<file path="config.mk">
export PLATFORM = sky130hd
export DESIGN_NAME = dat_transfer_ctrl
export DESIGN_NICKNAME = d
export VERILOG_FILES = /design/src/rtl/dat_transfer_ctrl.sv
export SDC_FILE = /design/constraint.sdc
export NUM_CORES = 1
export LEC_CHECK = 0
export BUFFER_PORTS_ARGS = -buffer_cell sky130_fd_sc_hd__buf_2
export CAP_MARGIN = 10
export CORE_ASPECT_RATIO = 0.7
export CORE_MARGIN = 3
export CORE_UTILIZATION = 50
export DETAILED_ROUTE_END_ITERATION = 7
export GPL_ROUTABILITY_DRIVEN = 0
export MAX_ROUTING_LAYER = met4
export PLACE_DENSITY = 0.75
export SLEW_MARGIN = 20
export SYNTH_ARGS = -nofsm -noshare
export SYNTH_HDL_FRONTEND = slang
export SYNTH_SLANG_ARGS = --single-unit
</file>
<file path="constraint.sdc">
create_clock -name clock -period 2.4 [get_ports clock]
set_input_delay 0.48 -clock clock [delete_from_list [all_inputs] [get_ports clock]]
set_output_delay 0.48 -clock clock [all_outputs]
set_load 0.05 [all_outputs]
</file>
<file path="src/rtl/dat_transfer_ctrl.sv">
// SD DAT-line transfer sequencer: walks single/multi-block transfers through setup, FIFO check, strobe, ack.
// Moore outputs, one cycle per state step; stalls on serial_ready/fifo_okay/complete/ack_in under a shared watchdog.
module dat_transfer_ctrl #(
  parameter int BLK_CNT_W      = 8,
  parameter int TIMEOUT_W      = 16,
  parameter int TIMEOUT_CYCLES = 50000,
  parameter int MAX_RETRY      = 2
) (
  input  logic                 clock,
  input  logic                 reset,
  input  logic                 new_dat,
  input  logic                 write_read,
  input  logic [BLK_CNT_W-1:0] block_count,
  input  logic                 multiple_data,
  input  logic                 wide_bus,
  input  logic                 abort,
  input  logic                 serial_ready,
  input  logic                 complete,
  input  logic                 crc_ok,
  input  logic                 ack_in,
  input  logic                 fifo_okay,
  output logic                 idle_out,
  output logic                 strobe_out,
  output logic                 ack_out,
  output logic                 writereadphys,
  output logic                 multiple,
  output logic                 bus_width,
  output logic [BLK_CNT_W-1:0] blocks_left,
  output logic                 transfer_complete,
  output logic                 transfer_error,
  output logic [1:0]           error_code
);

  localparam int RETRY_W = (MAX_RETRY > 0) ? $clog2(MAX_RETRY + 1) : 1;
  localparam logic [RETRY_W-1:0]   RETRY_LIM = RETRY_W'(MAX_RETRY);
  localparam logic [TIMEOUT_W-1:0] WD_LIM    = TIMEOUT_W'(TIMEOUT_CYCLES - 1);

  localparam logic [1:0] ERR_NONE    = 2'b00;
  localparam logic [1:0] ERR_CRC     = 2'b01;
  localparam logic [1:0] ERR_TIMEOUT = 2'b10;
  localparam logic [1:0] ERR_ABORT   = 2'b11;

  typedef enum logic [2:0] {
    IDLE, SETUP, CHECK_FIFO, TRANSMIT, ACK, DONE, ERROR
  } state_t;

  state_t                 state, state_nxt;
  logic [TIMEOUT_W-1:0]   wdog, wdog_nxt;
  logic [RETRY_W-1:0]     retry, retry_nxt;
  logic [BLK_CNT_W-1:0]   blocks_nxt, blocks_dec;
  logic [1:0]             code_nxt;
  logic                   dir_nxt, mult_nxt, width_nxt;
  logic                   waiting, timeout;

  always_ff @(posedge clock) begin
    if (reset) begin
      state         <= IDLE;
      wdog          <= '0;
      retry         <= '0;
      blocks_left   <= '0;
      error_code    <= ERR_NONE;
      writereadphys <= 1'b0;
      multiple      <= 1'b0;
      bus_width     <= 1'b0;
    end else begin
      state         <= state_nxt;
      wdog          <= wdog_nxt;
      retry         <= retry_nxt;
      blocks_left   <= blocks_nxt;
      error_code    <= code_nxt;
      writereadphys <= dir_nxt;
      multiple      <= mult_nxt;
      bus_width     <= width_nxt;
    end
  end

  always_comb begin
    state_nxt         = state;
    blocks_nxt        = blocks_left;
    retry_nxt         = retry;
    code_nxt          = error_code;
    dir_nxt           = writereadphys;
    mult_nxt          = multiple;
    width_nxt         = bus_width;
    idle_out          = 1'b0;
    strobe_out        = 1'b0;
    ack_out           = 1'b0;
    transfer_complete = 1'b0;
    transfer_error    = 1'b0;
    waiting    = (state == SETUP) || (state == CHECK_FIFO) ||
                 (state == TRANSMIT) || (state == ACK);
    timeout    = (wdog == WD_LIM);
    // Saturating decrement: the counter never wraps below zero.
    blocks_dec = (blocks_left != '0) ? blocks_left - 1'b1 : blocks_left;

    case (state)
      IDLE: begin
        idle_out = 1'b1;
        if (new_dat) begin
          dir_nxt    = write_read;
          mult_nxt   = multiple_data;
          width_nxt  = wide_bus;
          blocks_nxt = (!multiple_data || block_count == '0) ? BLK_CNT_W'(1) : block_count;
          code_nxt   = ERR_NONE;
          retry_nxt  = '0;
          state_nxt  = SETUP;
        end
      end
      SETUP: if (serial_ready) state_nxt = CHECK_FIFO;
      CHECK_FIFO: if (fifo_okay) state_nxt = TRANSMIT;
      TRANSMIT: begin
        strobe_out = 1'b1;
        if (complete) begin
          if (crc_ok) begin
            blocks_nxt = blocks_dec;
            retry_nxt  = '0;
            state_nxt  = (blocks_dec == '0) ? ACK : CHECK_FIFO;
          end else if (retry < RETRY_LIM) begin
            retry_nxt = retry + 1'b1;
            state_nxt = CHECK_FIFO;
          end else begin
            code_nxt  = ERR_CRC;
            state_nxt = ERROR;
          end
        end
      end
      ACK: begin
        ack_out = 1'b1;
        if (ack_in) state_nxt = DONE;
      end
      DONE: begin
        transfer_complete = 1'b1;
        state_nxt         = IDLE;
        dir_nxt           = 1'b0;
        mult_nxt          = 1'b0;
        width_nxt         = 1'b0;
      end
      ERROR: begin
        transfer_error = 1'b1;
        state_nxt      = IDLE;
        dir_nxt        = 1'b0;
        mult_nxt       = 1'b0;
        width_nxt      = 1'b0;
      end
      default: state_nxt = IDLE;
    endcase

    // Abort overrides whatever the waiting state decided; timeout only fires if nothing else moved us.
    if (waiting) begin
      if (abort) begin
        state_nxt  = ERROR;
        code_nxt   = ERR_ABORT;
        blocks_nxt = blocks_left;
        retry_nxt  = retry;
      end else if (state_nxt == state && timeout) begin
        state_nxt = ERROR;
        code_nxt  = ERR_TIMEOUT;
      end
    end

    wdog_nxt = (waiting && state_nxt == state) ? wdog + 1'b1 : '0;
  end

endmodule

</file>
Word level (Yosys, flattened, before mapping) --
Cells that the tools add are included.
Word-level totals: register bits 34, word-level logic and storage cells 85
Operators by class: $add $sub $neg 3, magnitude comparators 1, equality and inequality tests 11, muxes and demuxes 46, bitwise logic cells 1, reduce and logical (&&, ||, !) cells 15
Operator list (count):
- 8-bit two-way mux | 7
- 3-bit two-way mux | 11
- 2-bit two-way mux | 13
- 16-bit by 1-bit adder with 16-bit output, second input constant | 1
- 16-bit equality test, second input constant | 1
- 8-bit zero test | 2
- 8-bit one-hot mux with 2 select lines | 1
- 3-bit one-hot mux with 5 select lines | 1
- 3-bit equality test, second input constant | 3
- 1-bit two-way mux | 8
- 2-bit one-hot mux with 2 select lines | 2
- 8-bit nonzero test | 1
- 8-bit by 1-bit subtractor with 8-bit output, second input constant | 1
- 3-bit by 2-bit equality test with 1-bit output, second input constant | 2
- 3-bit equality test | 2
- 1-bit one-hot mux with 2 select lines | 3
- 1-bit logical OR | 4
- 2-bit != test, second input constant | 2
- 2-bit OR reduction | 2
- 3-bit by 1-bit equality test with 1-bit output, second input constant | 1
- 3-bit zero test | 1
- 2-bit by 1-bit adder with 2-bit output, second input constant | 1
- 1-bit logical AND | 2
- 2-bit < comparator, second input constant | 1
- 4 further kinds | 4

Depth between registers and ports, before layout --
depth after elaboration 16, depth in mapped cells 10, depth with buffers taken out 9

Least setup slack after synthesis --
No wires, ideal clock.
path kind register to register, start point reg state[1], end point reg error_code[0], setup time 132 ps, arrival 2475 ps, required time 2268 ps, path slack -208 ps, stages on the path, launching flop included 8, path buffers 1, clock period less this slack 2608 ps, cells stage by stage dfxtp_1 buf_4 nor3_1 nand2_1 nand2_1 nand2_1 nand2_1 a21oi_1
On the way: longest elaborated chain between the ends 7, elaborated cells between the ends (all ways) 20, classes of those cells eq/ne: 5; mux: 10; reduce/logical: 5
Ends and longest elaborated chain:
- start: declaration | line 47 | state_t state, state_nxt;
- start signal: assignment | line 66 | state <= state_nxt;
- 3-bit equality test (tied with other cells) | line 91, 96
- 3-bit one-hot mux with 5 select lines | line 96 | case (state)
- 3-bit equality test | line 155 | end else if (state_nxt == state && timeout) begin
- 1-bit logical AND | line 155
- 2-bit two-way mux | line 155
- 2-bit two-way mux | line 150 | if (abort) begin
- 2-bit two-way mux (*) | line 149 | if (waiting) begin
- end signal: assignment | line 70 | error_code <= code_nxt;
- end: declaration | line 31 | output logic [1:0] error_code
Mark *: on every way between the ends. The rest lies on a longest branch, timed or not. A chain may end at the register's enable or synchronous reset.

Worst setup path after layout --
start point reg state[2], end point out strobe_out
On the way: longest elaborated chain between the ends 2
Ends and longest elaborated chain:
- 3-bit by 2-bit equality test with 1-bit output | line 96
- 1-bit two-way mux | line 96
- end: declaration | line 23 | output logic strobe_out,
No other way between the ends.

==> results summary <==
Yosys mapped a number of flops with a built-in enable equal to 0. The post-synthesis area per instance came out at 7.92 um^2. The worst register-to-register path ends at wdog[15]. The endpoint of the worst setup timing path is strobe_out. The logic depth of the worst register-to-register path came out at 8. Registers take 683 um^2.

The clock-pin slew on the worst setup and hold paths is 70 ps. The worst setup path category is reg2out. The cts-stage hold buffer count is 0. Entering global routing, the biggest net connects 19 pins.

The post-CTS setup-driven buffer insertion count came out at 0. In the synthesized netlist, the number of instances is 272. The effective utilization at floorplan is 0.533. The remaining routing DRC violations came out at 0. The number of hold violations in the final report came out at 0. The antenna diode instance count is 0. The height of the die is 60.9 um. The area taken by multi-input logic gates is 1370 um^2. The fraction of final layout cells with drive strength greater than 1 is 0.228. The length of the first detailed-routing pass in iterations came out at 5. The count of boundary I/O pins is 38.

The via count of the first global-routing pass is 1822. The register-to-register setup slack came out at 270 ps. The total routing resource utilization after global routing is 0.222. TritonCTS built the clock tree. Clock tree synthesis selected as its root buffer the cell clkbuf_8. The floorplan die width came out at 84.5 um.

The number of max-cap violations is 0. Counting the fill cells in the layout gives 363. The ratio of total power to cell area is 1350 nW/um^2. The count of buffers from port buffering came out at 37. The synthesis-to-finish area growth is 15.3%. The number of clock sinks came out at 34. STA classifies the critical path endpoint as an output pin. Dividing the final minimum period by the clock period gives 0.911. After the first detailed-routing iteration, the DRC count stood at 140. The maximum fanout along the worst path is 18. Summed over all layers, the routed wires come to 5.23 mm.

The cell with the most instances after synthesis is nand2_1. The worst-case vdd ir drop came out at 820 uV. The share of synthesized area in the top cell type comes to 0.316.

The floorplan core area came out at 4040 um^2. The most critical setup path has its startpoint at state[2]. Setup repair after global routing left no endpoint under its margin.

The cell taking the most area after synthesis is dfxtp_1. Yosys attributes the largest share of cell area to dfxtp_1 32%, nand2_1 7.0%, nor2_1 6.3%. The setup TNS came out at 0 ps. The longest clock path from root to sink contains 2 buffers.

The sequential share of the synthesized area came out at 0.316. Based on the critical path, the design can be clocked at up to 457 MHz. The measured slew at the worst slew-check pin came out at 533 ps. The H-tree depth is 2. The share of flip-flops with an asynchronous set or reset after synthesis is 0. The initial antenna violation count came out at 0.

STA classifies the critical path startpoint as a flip-flop. Between clock sinks in the finished design, the worst skew comes to 5.98 ps. The total congestion overflow after global routing is 0. The die covers 5150 um^2.

The most used flip-flop cell after synthesis is dfxtp_1. The post-detailed-route count of antenna-violating nets is 0. The headroom to the max-slew limit came out at 0.642. The source-to-sink clock delay at the later pin of the worst-skew pair came out at 290 ps.

The core utilization of the finished layout is 0.615. The number of synthesis warnings came out at 0. The max-slew violation total from the final report came out at 0.

The critical path arrival came out at 1710 ps. By count the netlist is led by 40 x nand2_1, 36 x nor2_1, 34 x dfxtp_1, 14 x nand3_1, 13 x a21oi_1. The number of synthesized register bits is 34. The reported leakage power came out at 1.07 nW. The path class of the tightest hold or removal check is reg2reg. Counting I/O delays and the setup requirement, the final critical path takes 2190 ps.

The final number of setup-violating endpoints came out at 0. The post-synthesis instance area is 2150 um^2. The number of vias per cell came out at 5.64.

Detailed placement ended at an HPWL of 3.91 mm. The post-detailed-route wirelength per cell came out at 14.4 um. The net count of the finished layout is 334. The routed layout has 2052 vias.

The wire length of the first global-routing pass is 8.65 mm. The count of cells resized by post-cts repair came out at 0. The run finished with clean final reports. The number of CTS-inserted buffers is 5. The floorplan has 19 rows. The net count after synthesis came out at 295. In this run the critical register-to-register path is launched from wdog[0]. The number of distinct library cells after synthesis came out at 56.

Data on the critical path is required at its endpoint by 1920 ps.
stage by stage:
stage / std cells / area (um^2) / hold WS, ps / setup WS (ps) / total power, mW
5_1_grt: 364 / 2480 / 485 / 27.2 / 3.60
2_1_floorplan: 272 / 2160 / 479 / 93.6 / 2.50
3_3_place_gp: 356 / 2380 / 440 / 201 / 2.84
3_5_place_dp: 356 / 2380 / 453 / 196 / 2.88
6_report: 364 / 2480 / 460 / 213 / 3.35
4_1_cts: 364 / 2480 / 463 / 90.5 / 3.33
layer usage:
metal | track usage | part of all wire
met5 | - | 0
met1 | 0.314 | 0.50
met3 | 0.0692 | 0.073
met4 | 0.0519 | 0.0069
met2 | 0.306 | 0.42
cells by family (layout without fill, tap and decap cells):
kind of cell	after synthesis	after routing	synth area share
and+or+nand+nor	134	134	0.311
AOI/OAI and AO/OA	56	56	0.197
DFF	34	34	0.316
buffers and inverters	21	61	0.0546
xor gates and xnor gates	19	19	0.0807
muxes	5	5	0.0232
adders and majority gates	3	3	0.0174
critical path, cell delays in order, from the launching register on:
cell,delay (ps)
dfxtp_1,390
buf_4,200
and2b_1,220
nand2_2,80
buf_4,220
inv_1,80
buf_2,210
final cells by class:
type,count,area share
Multi-Input combinational cell,217,0.550
Sequential cell,34,0.275
Clock inverter,2,0.00504
Timing Repair Buffer,44,0.0957
Tap cell,52,0.0262
Clock buffer,6,0.0332
Inverter,9,0.0146
power by group:
part | switching [mW] | total, mW | leakage (nW) | internal (mW)
Combinational | 1.33 | 2.03 | 0.750 | 0.701
Sequential | 0.188 | 0.874 | 0.277 | 0.686
Clock | 0.214 | 0.444 | 0.0472 | 0.230
Total | 1.73 | 3.35 | 1.07 | 1.62
worst min path at each step:
stage | slack [ps] | depth (start not counted) | startpoint | end
3_5_place_dp | 450 | 2 | writereadphys | writereadphys
5_1_grt | 480 | 2 | multiple | multiple
4_1_cts | 460 | 2 | writereadphys | writereadphys
6_report | 460 | 2 | writereadphys | writereadphys
3_3_place_gp | 440 | 2 | bus_width | bus_width
2_1_floorplan | 480 | 2 | retry[1] | retry[1]
layout by cell type, fill, tap and decap left out, types with 3 or more instances in the layout:
| master | n |
|---|---|
| nor2b_1 | 5 |
| buf_2 | 37 |
| buf_4 | 7 |
| a21o_1 | 3 |
| o21ai_0 | 7 |
| a21oi_1 | 13 |
| inv_1 | 8 |
| nand2_1 | 40 |
| mux2i_1 | 5 |
| and3_1 | 4 |
| nor3_1 | 7 |
| nor2_1 | 36 |
| a211oi_1 | 8 |
| xnor2_1 | 11 |
| ha_1 | 3 |
| nand4_1 | 6 |
| clkbuf_8 | 6 |
| dfxtp_1 | 32 |
| xor2_1 | 7 |
| a31oi_1 | 7 |
| nand3_1 | 14 |
registers in the layout (all words and copies together), names as in the netlist:
signal and count:
retry 2, error_code 2, multiple 1, wdog 16, state 3, writereadphys 1, blocks_left 8, bus_width 1
Power figures use the tool's default switching activity.
